## config.mk

```make
export PLATFORM = sky130hd
export DESIGN_NAME = window_gen_3x3_flat
export DESIGN_NICKNAME = d
export VERILOG_FILES = /design/src/rtl/window_gen_3x3_if.sv /design/src/rtl/window_gen_3x3.sv /design/src/flat_wrapper.sv
export SDC_FILE = /design/constraint.sdc
export NUM_CORES = 1
export LEC_CHECK = 0
export ABC_CLOCK_PERIOD_IN_PS = 40200
export CAP_MARGIN = 20
export CORE_ASPECT_RATIO = 0.75
export CORE_MARGIN = 4
export CORE_UTILIZATION = 40
export DETAILED_ROUTE_END_ITERATION = 6
export PLACE_DENSITY = 0.55
export SLEW_MARGIN = 20
export SYNTH_ARGS = -nofsm -noshare
export SYNTH_HDL_FRONTEND = slang
export SYNTH_SLANG_ARGS = --single-unit
```

## constraint.sdc

```tcl
create_clock -name clk -period 40.2 [get_ports clk]
set_clock_uncertainty 0.1 [all_clocks]
set_input_delay 6.03 -clock clk [delete_from_list [all_inputs] [get_ports clk]]
set_output_delay 6.03 -clock clk [all_outputs]
set_load 0.02 [all_outputs]
```

## src/rtl/window_gen_3x3_if.sv

```systemverilog
// Pixel-in / window-out stream bundle for the 3x3 window generator.
// The slave modport is the generator; the master modport is its upstream/downstream environment.
interface window_gen_3x3_if #(
  parameter int DATA_W = 16
);
  logic                  in_valid;
  logic                  in_ready;
  logic [DATA_W-1:0]     in_data;
  logic                  out_valid;
  logic                  out_ready;
  logic [9*DATA_W-1:0]   out_window;
  logic                  frame_done;

  modport master (
    output in_valid, in_data, out_ready,
    input  in_ready, out_valid, out_window, frame_done
  );

  modport slave (
    input  in_valid, in_data, out_ready,
    output in_ready, out_valid, out_window, frame_done
  );
endinterface

```

## src/rtl/window_gen_3x3.sv

```systemverilog
// Raster pixel stream to 3x3 windows: two IMG_W-deep line buffers feed the right column of a
// 3x3 shift array; a one-entry output register holds each window until downstream takes it.
module window_gen_3x3 #(
  parameter int DATA_W = 16,
  parameter int IMG_W  = 8,
  parameter int IMG_H  = 8
) (
  input  logic            clk,
  input  logic            reset,
  window_gen_3x3_if.slave bus
);
  localparam int CW = (IMG_W > 1) ? $clog2(IMG_W) : 1;
  localparam int RW = (IMG_H > 1) ? $clog2(IMG_H) : 1;
  localparam logic [CW-1:0] COL_LAST = CW'(IMG_W - 1);
  localparam logic [RW-1:0] ROW_LAST = RW'(IMG_H - 1);

  logic                acc;
  logic                emit;
  logic                last_pix;
  logic [CW-1:0]       col;
  logic [RW-1:0]       row;
  logic [DATA_W-1:0]   lb0 [IMG_W];
  logic [DATA_W-1:0]   lb1 [IMG_W];
  logic [DATA_W-1:0]   win     [3][3];
  logic [DATA_W-1:0]   win_nxt [3][3];
  logic [9*DATA_W-1:0] win_packed;

  assign bus.in_ready = !bus.out_valid || bus.out_ready;
  assign acc          = bus.in_valid && bus.in_ready;
  assign emit         = acc && (row >= RW'(2)) && (col >= CW'(2));
  assign last_pix     = acc && (row == ROW_LAST) && (col == COL_LAST);

  // Next window: every row shifts left, the new right column is (two rows up, one row up, current).
  always_comb begin
    for (int r = 0; r < 3; r++) begin
      win_nxt[r][0] = win[r][1];
      win_nxt[r][1] = win[r][2];
    end
    win_nxt[0][2] = lb0[IMG_W-1];
    win_nxt[1][2] = lb1[IMG_W-1];
    win_nxt[2][2] = bus.in_data;
    win_packed = '0;
    for (int r = 0; r < 3; r++) begin
      for (int c = 0; c < 3; c++) begin
        win_packed[DATA_W*(3*r+c) +: DATA_W] = win_nxt[r][c];
      end
    end
  end

  // Line buffers hold no reset: emits are gated until two full rows have been refilled.
  always_ff @(posedge clk) begin
    if (acc) begin
      lb1[0] <= bus.in_data;
      lb0[0] <= lb1[IMG_W-1];
      for (int i = 1; i < IMG_W; i++) begin
        lb1[i] <= lb1[i-1];
        lb0[i] <= lb0[i-1];
      end
    end
  end

  always_ff @(posedge clk) begin
    if (reset) begin
      col            <= '0;
      row            <= '0;
      bus.out_valid  <= 1'b0;
      bus.out_window <= '0;
      bus.frame_done <= 1'b0;
      for (int r = 0; r < 3; r++) begin
        for (int c = 0; c < 3; c++) begin
          win[r][c] <= '0;
        end
      end
    end else begin
      bus.frame_done <= last_pix;
      if (acc) begin
        for (int r = 0; r < 3; r++) begin
          for (int c = 0; c < 3; c++) begin
            win[r][c] <= win_nxt[r][c];
          end
        end
        if (col == COL_LAST) begin
          col <= '0;
          row <= (row == ROW_LAST) ? '0 : row + RW'(1);
        end else begin
          col <= col + CW'(1);
        end
      end
      // A fresh emit wins over a consume, so a same-cycle consume+emit keeps out_valid high.
      if (emit) begin
        bus.out_window <= win_packed;
        bus.out_valid  <= 1'b1;
      end else if (bus.out_valid && bus.out_ready) begin
        bus.out_valid <= 1'b0;
      end
    end
  end
endmodule

```

## src/flat_wrapper.sv

```systemverilog
// flat-port wrapper written by rule: the top's interface ports become plain ports
module window_gen_3x3_flat 
#(
  parameter int DATA_W = 16,
  parameter int IMG_W  = 8,
  parameter int IMG_H  = 8
)
  (clk, reset, bus_in_valid, bus_in_data, bus_out_ready, bus_in_ready, bus_out_valid, bus_out_window, bus_frame_done);
  window_gen_3x3_if #(.DATA_W(DATA_W)) bus_i ();
  input  logic clk;
  input  logic reset;
  input wire logic [$bits(bus_i.in_valid)-1:0] bus_in_valid;
  input wire logic [$bits(bus_i.in_data)-1:0] bus_in_data;
  input wire logic [$bits(bus_i.out_ready)-1:0] bus_out_ready;
  output wire logic [$bits(bus_i.in_ready)-1:0] bus_in_ready;
  output wire logic [$bits(bus_i.out_valid)-1:0] bus_out_valid;
  output wire logic [$bits(bus_i.out_window)-1:0] bus_out_window;
  output wire logic [$bits(bus_i.frame_done)-1:0] bus_frame_done;
  assign bus_i.in_valid = bus_in_valid;
  assign bus_i.in_data = bus_in_data;
  assign bus_i.out_ready = bus_out_ready;
  assign bus_in_ready = bus_i.in_ready;
  assign bus_out_valid = bus_i.out_valid;
  assign bus_out_window = bus_i.out_window;
  assign bus_frame_done = bus_i.frame_done;
  window_gen_3x3 #(.DATA_W(DATA_W), .IMG_W(IMG_W), .IMG_H(IMG_H)) u_core (.clk(clk), .reset(reset), .bus(bus_i));
endmodule
```

# After elaboration in Yosys (flattened, before gate mapping)
# Memory sizes are Yosys's and may differ from the RTL's.
# Cells that the tools add are included.
# word_totals
ff_bits,152
ramBits,400
input_bits,20
wordCells,52
n_memories,3
# op_classes
add_sub_neg,2
n_lt_le_gt_ge,2
eq_ne,2
mux,19
bitwise_logic,9
n_reduce_logical,10
# memory_table
memory,words,width,read_ports,rd_clocked_by_memory_dff,wr,line,text
u_core.win,3,48,3,0,3,window_gen_3x3.sv:24,logic [DATA_W-1:0] win [3][3];
u_core.lb0,8,16,8,0,8,window_gen_3x3.sv:22,logic [DATA_W-1:0] lb0 [IMG_W];
u_core.lb1,8,16,8,0,8,window_gen_3x3.sv:23,logic [DATA_W-1:0] lb1 [IMG_W];
# ops
operator,n
$mux 16,9
$or 1x1->1,9
$mux 1,8
$add 3x1->3 const B,2
$eq 3x3->1 const B,2
$ge 3x2->1 const B,2
$logic_and 1x1->1,6
$mux 3,2
$reduce_and 2->1,1
$reduce_bool 2->1,1
$logic_not 1->1,1
$logic_or 1x1->1,1

# Depth between registers and ports, before layout
# Gate-level depths: netlist of the first run.
# logic_depth
depth_word,7
mapped_depth,8

# Least setup slack after synthesis of the first run
# No wires, ideal clock.
# synth_path
kind,input port to flip-flop
start,in bus_out_ready
end,"mem u_core.win[0][0] in the netlist's numbering, enable pin"
setup_ns,0.414
arrival_time_ns,19.171
t_required_ns,39.686
setup_slack_ns,20.516
stages,4
path_cell_list,nor2b_1 -> buf_2 -> nor2_1 -> or2_2
# synth_lines
item,line,text
start: declaration,flat_wrapper.sv:14,input wire logic [$bits(bus_i.out_ready)-1:0] bus_out_ready;
end: declaration,window_gen_3x3.sv:24,

# Worst setup path after layout of the first run
# layout_path
start,in bus_out_ready
end,out bus_in_ready
# layout_between
elab_chain_cells,1
# layout_rtl
item,line,text
$logic_or 1x1->1,window_gen_3x3.sv:28,assign bus.in_ready = !bus.out_valid || bus.out_ready;
end: declaration,flat_wrapper.sv:15,output wire logic [$bits(bus_i.in_ready)-1:0] bus_in_ready;
# No other way between the ends.

==> results of run 1 <==
==> power breakdown <==
group | switching (uW) | internal [uW]
Clock | 187 | 248
Sequential | 6.88 | 579
Combinational | 16.0 | 10.2
==> cell families after synthesis <==
| group | synth area share [%] |
|---|---|
| muxes | 7.986 |
| and+or+nand+nor | 13.77 |
| AOI/OAI and AO/OA | 0.4437 |
| buffers and inverters | 1.969 |
| adders and majority gates | 0.4159 |
| DFF | 75.42 |
==> stage by stage <==
stage	total power, uW	hold WS (ns)	setup WS, ns	std cells
finish	1047	0.3018	25.92	1924
global route	1094	0.3173	25.83	1924
CTS	1067	0.3032	25.95	1924
detailed placement	625.0	0.3045	25.96	1831
global placement	623.7	0.3002	26.04	1831
floorplan	617.0	0.3003	20.52	1130
==> flip-flops by register name (all words and copies together), names as in the netlist <==
| register | count |
|---|---|
| u_core.win | 96 |
| u_core.bus.frame_done | 1 |
| u_core.col | 3 |
| u_core.bus.out_valid | 1 |
| u_core.lb1 | 128 |
| u_core.lb0 | 128 |
| u_core.bus.out_window | 144 |
| u_core.row | 3 |
==> area by class of cell <==
class                   instances  area [um2]
multi-input cells             561        4104
well taps                     586       733.2
inverters                       5       18.77
clock buffers                  76        1410
repair buffers                175        1743
clock inverters                17       111.4
flip-flops and latches        504       13610
fillers                      3818       22860
==> how the worst min path moves through the flow <==
stage,from,endpoint,slack [ns],cells after the start
2_1_floorplan,u_core.lb0[0][0],u_core.lb0[0][16],0.30,0
3_3_place_gp,u_core.lb1[0][25],u_core.lb1[0][41],0.30,0
3_5_place_dp,u_core.lb0[0][40],u_core.lb0[0][56],0.30,0
4_1_cts,u_core.lb0[0][11],u_core.lb0[0][27],0.30,0
5_1_grt,u_core.lb0[0][40],u_core.lb0[0][56],0.32,0
6_report,u_core.lb0[0][11],u_core.lb0[0][27],0.30,0
==> layer usage <==
metal	part of all wire, %	vias up	global-route usage (%)
li1	-	4277	-
met4	2.5	0	4.326
met2	45	165	20.15
met3	5.6	57	3.614
met1	46	4260	17.33
met5	0	-	0
==> synth_stat cells (2+ instances only) <==
| cell | count |
|---|---|
| ha_1 | 6 |
| o21ai_0 | 2 |
| nor3_1 | 2 |
| nor2_1 | 2 |
| buf_8 | 6 |
| nand2b_1 | 288 |
| clkbuf_1 | 40 |
| inv_1 | 3 |
| nand4_1 | 3 |
| mux2i_1 | 144 |
| o31ai_1 | 3 |
| nor2b_1 | 2 |
| dfxtp_1 | 152 |
| buf_2 | 2 |
| clkbuf_2 | 3 |
| buf_4 | 8 |
| and2_1 | 96 |
| a21oi_1 | 5 |
| edfxtp_1 | 352 |
==> critical path: stages <==
cell	delay, ns
clkdlybuf4s50_1	0.41
nor2b_1	0.61
clkinv_1	0.46
clkdlybuf4s50_1	0.64
==> flow_metrics.tcl, run 1 <==
set metrics [dict create \
    fmax_mhz 70.02 \
    crit_path_start "bus_out_ready" \
    grt_max_degree 186 \
    final_common_cell "edfxtp_1" \
    synth.ff_latch_count 504 \
    reg2reg_depth 5 \
    endpoint "bus_in_ready" \
    async_flop_share_pct 0 \
    rsz0062_at_grt "false" \
    hpwlAfterDp_um 17620 \
    drv_slew 0 \
    fin_crit_sh_pct 35.53 \
    cts.path.max_buffers 3 \
    synth_enable_flop_cells 352 \
    regToRegStartpoint "u_core.bus.out_valid" \
    post_cts_buffers 0 \
    synth_seq_area_share_pct 75.42 \
    port_buffers 166 \
    vias 8759 \
    critPathMaxFanout 8 \
    worst_slew_pin_slew_ns 1.055 \
    ir_drop_mv 0.03586 \
    crit_path_start_kind "input pin" \
    cts_sinks 504 \
    p_leak_uw 0.007259 \
    diodes 0 \
    critPathKind "in2out" \
    arrival_ns 8.15 \
    die_h_um 192.0 \
    ys.flop_type "edfxtp_1" \
    nets 1323 \
    dieWidth_um 253.3 \
    reg2reg_slack_ns 36.71 \
    areaGrowthSynthToFinish_pct 20.41 \
    final_area_mm2 0.02173 \
    route.antenna.remaining_nets 0 \
    yosysUniqueCellTypes 30 \
    timing_hold_violations_final 0 \
    synth_fp_nets 1156 \
    utilization_pct 48.73 \
    yosys-top-cells-area "edfxtp_1, dfxtp_1, nand2b_1" \
    cts_buffers 50 \
    antenna_found_initial 0 \
    synth_top_area_share_pct 58.56 \
    drt-vias-per-instance 4.552 \
    power_density_mw_per_mm2 48.19 \
    grt_pass1_wl_um 49270 \
    io_pins 167 \
    drv_cap 0 \
    setup_tns_ns 0 \
    grt_pass1_vias 8838 \
    holdCritPathClass "reg2reg" \
    place.gp.congestion 0.7288 \
    final_cell_mix "edfxtp_1, nand2b_1, clkdlybuf4s50_1, dfxtp_1, mux2i_1" \
    yosysTopAreaCell "edfxtp_1" \
    max_slew_margin_pct 29.70 \
    grtUsageTotal_pct 12.83 \
    ctsResizeCount 0 \
    ys_warn_count 0 \
    grt_overflow 0 \
    cp-end-kind "primary output" \
    drtPass1Iterations 4 \
    cts_tree "yes" \
    reg2reg_to "u_core.bus.out_window[138]" \
    cts_max_level 2 \
    drive_gt1_share_pct 5.979 \
    synth_area_mm2 0.01805 \
    drtIter0Drc 475 \
    status "finished, final reports clean" \
    synthCells 1130 \
    finalSetupViolations 0 \
    wl_per_cell_um 16.10 \
    clkTransAtPathRegs_ns 0.06 \
    num_rows 67 \
    die-area_mm2 0.04862 \
    drc 0 \
    layout_min_cycle_time_ns 14.28 \
    synth_area_per_cell_um2 15.97 \
    cts_root_buf "clkbuf_16" \
    placed_area_mm2 0.02021 \
    start_util_pct 40.47 \
    core_area_mm2 0.04460 \
    cts_hold_buf 0 \
    routed_wl_um 30970 \
    worst_skew_pair.late_latency_ns 0.57 \
    crit_required_ns 34.07 \
]
Note: power is estimated with default switching activity, not from simulation.
==> run 2, diff against run 1 <==
- ABC_CLOCK_PERIOD_IN_PS: 40200 -> 13850
- clock period: 40.2 -> 13.85 ns (I/O delays scaled with it)
==> flow_metrics.tcl, run 2 (synthesized netlist as in run 1, its figures left out) <==
set metrics [dict create \
    p_clk_share_pct 41.9 \
    num_rows 67 \
    timing_hold_violations_final 0 \
    net-switching-power_uw 609.5 \
    cp_top_family "buffers and inverters" \
    cp-end-kind "primary output" \
    die-area_mm2 0.04862 \
    cpMaxStageDelayCell "clkdlybuf4s50_1" \
    routed_wl_um 31380 \
    grt_pass1_vias 8957 \
    drc 0 \
    final_area_mm2 0.02180 \
    diodes 0 \
    placedCellCount 1830 \
    finalSetupViolations 0 \
    core_area_mm2 0.04460 \
    die_h_um 192.0 \
    grtUsageTotal_pct 12.80 \
    setup_tns_ns 0 \
    crit_required_ns 11.67 \
    post_cts_buffers 0 \
    cts_buffers 50 \
    place.gp.congestion 0.7420 \
    cts_sinks 504 \
    grt_overflow 0 \
    max_slew_margin_pct 35.22 \
    fmax_mhz 157.5 \
    cts_max_level 2 \
    hpwlAfterDp_um 17820 \
    rsz0062_at_grt "false" \
    combPwrFrac_pct 2.5 \
    status "finished, final reports clean" \
    nets 1323 \
    cts_root_buf "clkbuf_16" \
    placed_area_mm2 0.02022 \
    drv_slew 0 \
    worst_skew_pair.late_latency_ns 0.55 \
    drtPass1Iterations 6 \
    ir_drop_mv 0.09613 \
    crit_chain "clkdlybuf4s50_1, nor2b_1, clkinv_1, clkdlybuf4s50_1" \
    cts_tree "yes" \
    p_int_uw 2453 \
    power_frac_seq_pct 55.6 \
    stdcell_count 1924 \
    final_common_cell "edfxtp_1" \
    power_switching_share_pct 19.90 \
    io_pins 167 \
    fin_crit_sh_pct 45.84 \
    final_cell_mix "edfxtp_1, nand2b_1, clkdlybuf4s50_1, dfxtp_1, mux2i_1" \
    port_buffers 166 \
    wl_per_cell_um 16.31 \
    place_ws_ns 7.519 \
    power_density_mw_per_mm2 140.5 \
    route.antenna.remaining_nets 0 \
    holdCritPathClass "reg2reg" \
    drive_gt1_share_pct 6.502 \
    vias 8706 \
    reg_top3 "u_core.bus.out_window: 144 flops, u_core.lb0: 128 flops, u_core.lb1: 128 flops" \
    layout_min_cycle_time_ns 6.349 \
    critPathMaxFanout 8 \
    grt_pass1_wl_um 49170 \
    drtIter0Drc 509 \
    largest_reg_flops 144 \
    fin_ws_ns 7.501 \
    path_buf_inv 3 \
    areaGrowthSynthToFinish_pct 20.80 \
    timing.critical_path.mode_cell "clkdlybuf4s50_1" \
    ctsResizeCount 0 \
    cts.path.max_buffers 3 \
    max_stage_delay_ns 0.65 \
    dieWidth_um 253.3 \
    clkTransAtPathRegs_ns 0.06 \
    critPathKind "in2out" \
    p_leak_uw 0.007300 \
    worst_slew_pin_slew_ns 0.9717 \
    drv_cap 0 \
    drt-vias-per-instance 4.525 \
    arrival_ns 4.17 \
    crit_path_start_kind "input pin" \
    start_util_pct 40.47 \
    cts_hold_buf 0 \
    largest_register "u_core.bus.out_window" \
    antenna_found_initial 0 \
    fill_cells 3858 \
    grt_max_degree 174 \
]
-- run 2: changes by cell type in the layout (fill, tap and decap cells not counted), sizes merged --
cell / change
clkbuf: -10
clkinv: +9
bufinv: +2
inv: -1
-- run 2: area by class of cell --
type / instances / area, um2 / share of cell area [%]
Clock inverter: 27 / 206.4 / 0.9469
Clock buffer: 66 / 1353 / 6.203
Sequential cell: 504 / 13610 / 62.44
Tap cell: 586 / 733.2 / 3.363
Timing Repair Buffer: 175 / 1775 / 8.143
Inverter: 5 / 18.77 / 0.08608
Multi-Input combinational cell: 561 / 4104 / 18.82
-- run 2: worst paths after layout --
path                        to  slack (ns)  depth (start not counted)                 start
min reg2reg  u_core.lb1[1][35]        0.31                          0     u_core.lb1[1][19]
min          u_core.lb1[1][35]        0.31                          0     u_core.lb1[1][19]
max reg2reg  u_core.win[0][22]       10.74                          4  u_core.bus.out_valid
max               bus_in_ready        7.50                          4         bus_out_ready
-- run 2: metrics by stage --
step | util [%] | total power [uW] | hold slack, ns
6_report | 48.89 | 3063 | 0.3054
5_1_grt | 48.89 | 3190 | 0.3180
4_1_cts | 48.83 | 3118 | 0.3088
3_5_place_dp | 45.33 | 1815 | 0.3045
3_3_place_gp | 45.33 | 1812 | 0.3006
2_1_floorplan | - | 1785 | 0.3003
-- run 2: power groups by stage --
| stage | logic [uW] | clock network [uW] | registers (uW) |
|---|---|---|---|
| 5_1_grt | 86.7 | 1400 | 1710 |
| 3_5_place_dp | 80.3 | 0 | 1730 |
| 2_1_floorplan | 53.2 | 0 | 1730 |
| 3_3_place_gp | 79.3 | 0 | 1730 |
| 4_1_cts | 80.3 | 1340 | 1700 |
| 6_report | 77.1 | 1280 | 1700 |
-- run 2: worst reg2reg max path: stages, from the launching register on --
cell	delay [ns]
dfxtp_1	0.30
nor2b_1	0.24
nor2_4	0.64
or2_4	0.66
buf_4	0.75
-- run 2: metal layers --
| metal | up-vias | wire, um | GRT usage [%] |
|---|---|---|---|
| li1 | 4272 | - | - |
| met4 | 0 | 529 | 3.308 |
| met3 | 51 | 1743 | 3.763 |
| met5 | - | 0 | 0 |
| met1 | 4230 | 14760 | 17.40 |
| met2 | 153 | 14350 | 20.37 |
==> run 3, diff against run 2 <==
- ABC_CLOCK_PERIOD_IN_PS: 13850 -> 5560
- PLACE_DENSITY: 0.55 -> 0.57
- clock period: 13.85 -> 5.56 ns (I/O delays scaled with it)
==> flow_metrics.tcl, run 3 (synthesized netlist as in run 1, its figures left out) <==
set metrics [dict create \
    hpwlAfterDp_um 18350 \
    crit_chain "clkdlybuf4s50_1, nor2b_1, clkinv_1, clkdlybuf4s50_1" \
    arrival_ns 2.99 \
    grt_max_degree 120 \
    p_leak_uw 0.007344 \
    rsz0062_at_grt "false" \
    drtPass1Iterations 4 \
    drt-vias-per-instance 4.554 \
    cts_sinks 504 \
    drv_cap 0 \
    p_clk_share_pct 43.2 \
    net-switching-power_uw 1568 \
    start_util_pct 40.47 \
    reg2reg_to "u_core.win[0][24]" \
    timing.critical_path.mode_cell "clkdlybuf4s50_1" \
    drive_gt1_share_pct 6.781 \
    holdCritStartpoint "u_core.lb1[0][34]" \
    ctsResizeCount 0 \
    die-area_mm2 0.04862 \
    layout_min_cycle_time_ns 3.922 \
    largest_register "u_core.bus.out_window" \
    fin_crit_sh_pct 70.53 \
    cp-end-kind "primary output" \
    ir_drop_mv 0.2226 \
    clkTransAtPathRegs_ns 0.06 \
    port_buffers 166 \
    hold_end "u_core.lb1[0][50]" \
    post_cts_buffers 0 \
    vias 8784 \
    nets 1326 \
    final_area_mm2 0.02192 \
    largest_reg_flops 144 \
    grt_pass1_vias 8834 \
    cts_root_buf "clkbuf_16" \
    timing_hold_violations_final 0 \
    drv_slew 0 \
    reg2reg_depth 4 \
    cpMaxStageDelayCell "clkdlybuf4s50_1" \
    cts.path.max_buffers 3 \
    worst_slew_pin_slew_ns 0.9211 \
    areaGrowthSynthToFinish_pct 21.45 \
    critPathKind "in2out" \
    holdCritPathClass "reg2reg" \
    cts_max_level 2 \
    final_cell_mix "edfxtp_1, nand2b_1, clkdlybuf4s50_1, dfxtp_1, mux2i_1" \
    reg_top3 "u_core.bus.out_window: 144 flops, u_core.lb0: 128 flops, u_core.lb1: 128 flops" \
    route.antenna.remaining_nets 0 \
    combPwrFrac_pct 2.4 \
    drc 0 \
    antenna_found_initial 0 \
    crit_path_start_kind "input pin" \
    grt_overflow 0 \
    cts_hold_buf 0 \
    max_stage_delay_ns 0.68 \
    reg2reg_slack_ns 2.90 \
    die_h_um 192.0 \
    regToRegStartpoint "u_core.bus.out_valid" \
    routed_wl_um 31190 \
    max_slew_margin_pct 38.60 \
    whs_ns 0.3069 \
    final_common_cell "edfxtp_1" \
    grt_pass1_wl_um 49260 \
    wl_per_cell_um 16.17 \
    cts_tree "yes" \
    p_int_uw 6232 \
    io_pins 167 \
    crit_path_start "bus_out_ready" \
    crit_required_ns 4.63 \
    core_area_mm2 0.04460 \
    power_density_mw_per_mm2 355.8 \
    num_rows 67 \
    power_switching_share_pct 20.10 \
    critPathMaxFanout 8 \
    dieWidth_um 253.3 \
    hold_path_depth 0 \
    drtIter0Drc 549 \
    fmax_mhz 255.0 \
    place.gp.congestion 0.7480 \
    status "finished, final reports clean" \
    grtUsageTotal_pct 12.72 \
    power_frac_seq_pct 54.4 \
    worst_skew_pair.late_latency_ns 0.57 \
    finalSetupViolations 0 \
    placed_area_mm2 0.02025 \
    cts_buffers 50 \
]
## run 3: changes by cell type in the layout (fill, tap and decap cells not counted), sizes merged
cell	delta
buf	+3
clkinvlp	+1
clkinv	-8
clkbuf	+5
diode	+1
bufinv	+1
inv	+2
## run 3: final cells by class
cell class / instances / area [um2]
Multi-Input combinational cell: 561 / 4104
Tap cell: 586 / 733.2
Timing Repair Buffer: 178 / 1778
Antenna cell: 1 / 2.502
Clock inverter: 23 / 260.3
Sequential cell: 504 / 13610
Inverter: 5 / 18.77
Clock buffer: 71 / 1411
Fill cell: 3827 / 22680
## run 3: worst max-delay path, delay by kind of cell
kind,cells,cell delay [ns]
buffers and inverters,3,1.53
and+or+nand+nor,1,0.63
## run 3: how the worst max path moves through the flow
stage	to	slack [ns]
floorplan	u_core.win[0][0]	-1.29
global placement	bus_in_ready	1.80
detailed placement	bus_in_ready	1.69
CTS	bus_in_ready	1.67
global route	bus_in_ready	1.52
finish	bus_in_ready	1.64
## run 3: per-stage QoR
step           cells  setup WS (ns)  utilization [%]  TNS [ns]  total power, uW
2_1_floorplan   1130         -1.291                -   -123.95             4438
3_3_place_gp    1834          1.804            45.40         0             4512
3_5_place_dp    1834          1.686            45.40         0             4520
4_1_cts         1928          1.674            49.15         0             7938
5_1_grt         1928          1.516            49.15         0             8122
6_report        1929          1.638            49.15         0             7800
## run 3: layer usage
layer | vias to the layer above | GRT usage, % | share of wire (%)
li1 | 4288 | - | -
met1 | 4281 | 17.40 | 47
met2 | 163 | 19.95 | 45
met3 | 52 | 3.899 | 5.8
met4 | 0 | 3.350 | 2.0
met5 | - | 0 | 0
## run 3: power by group through the flow
stage	Combinational [uW]	Clock, uW	Sequential (uW)
final	191	3370	4240
after global routing	214	3650	4250
after floorplan	133	0	4310
after global placement	194	0	4320
after detailed placement	198	0	4320
after CTS	197	3500	4240
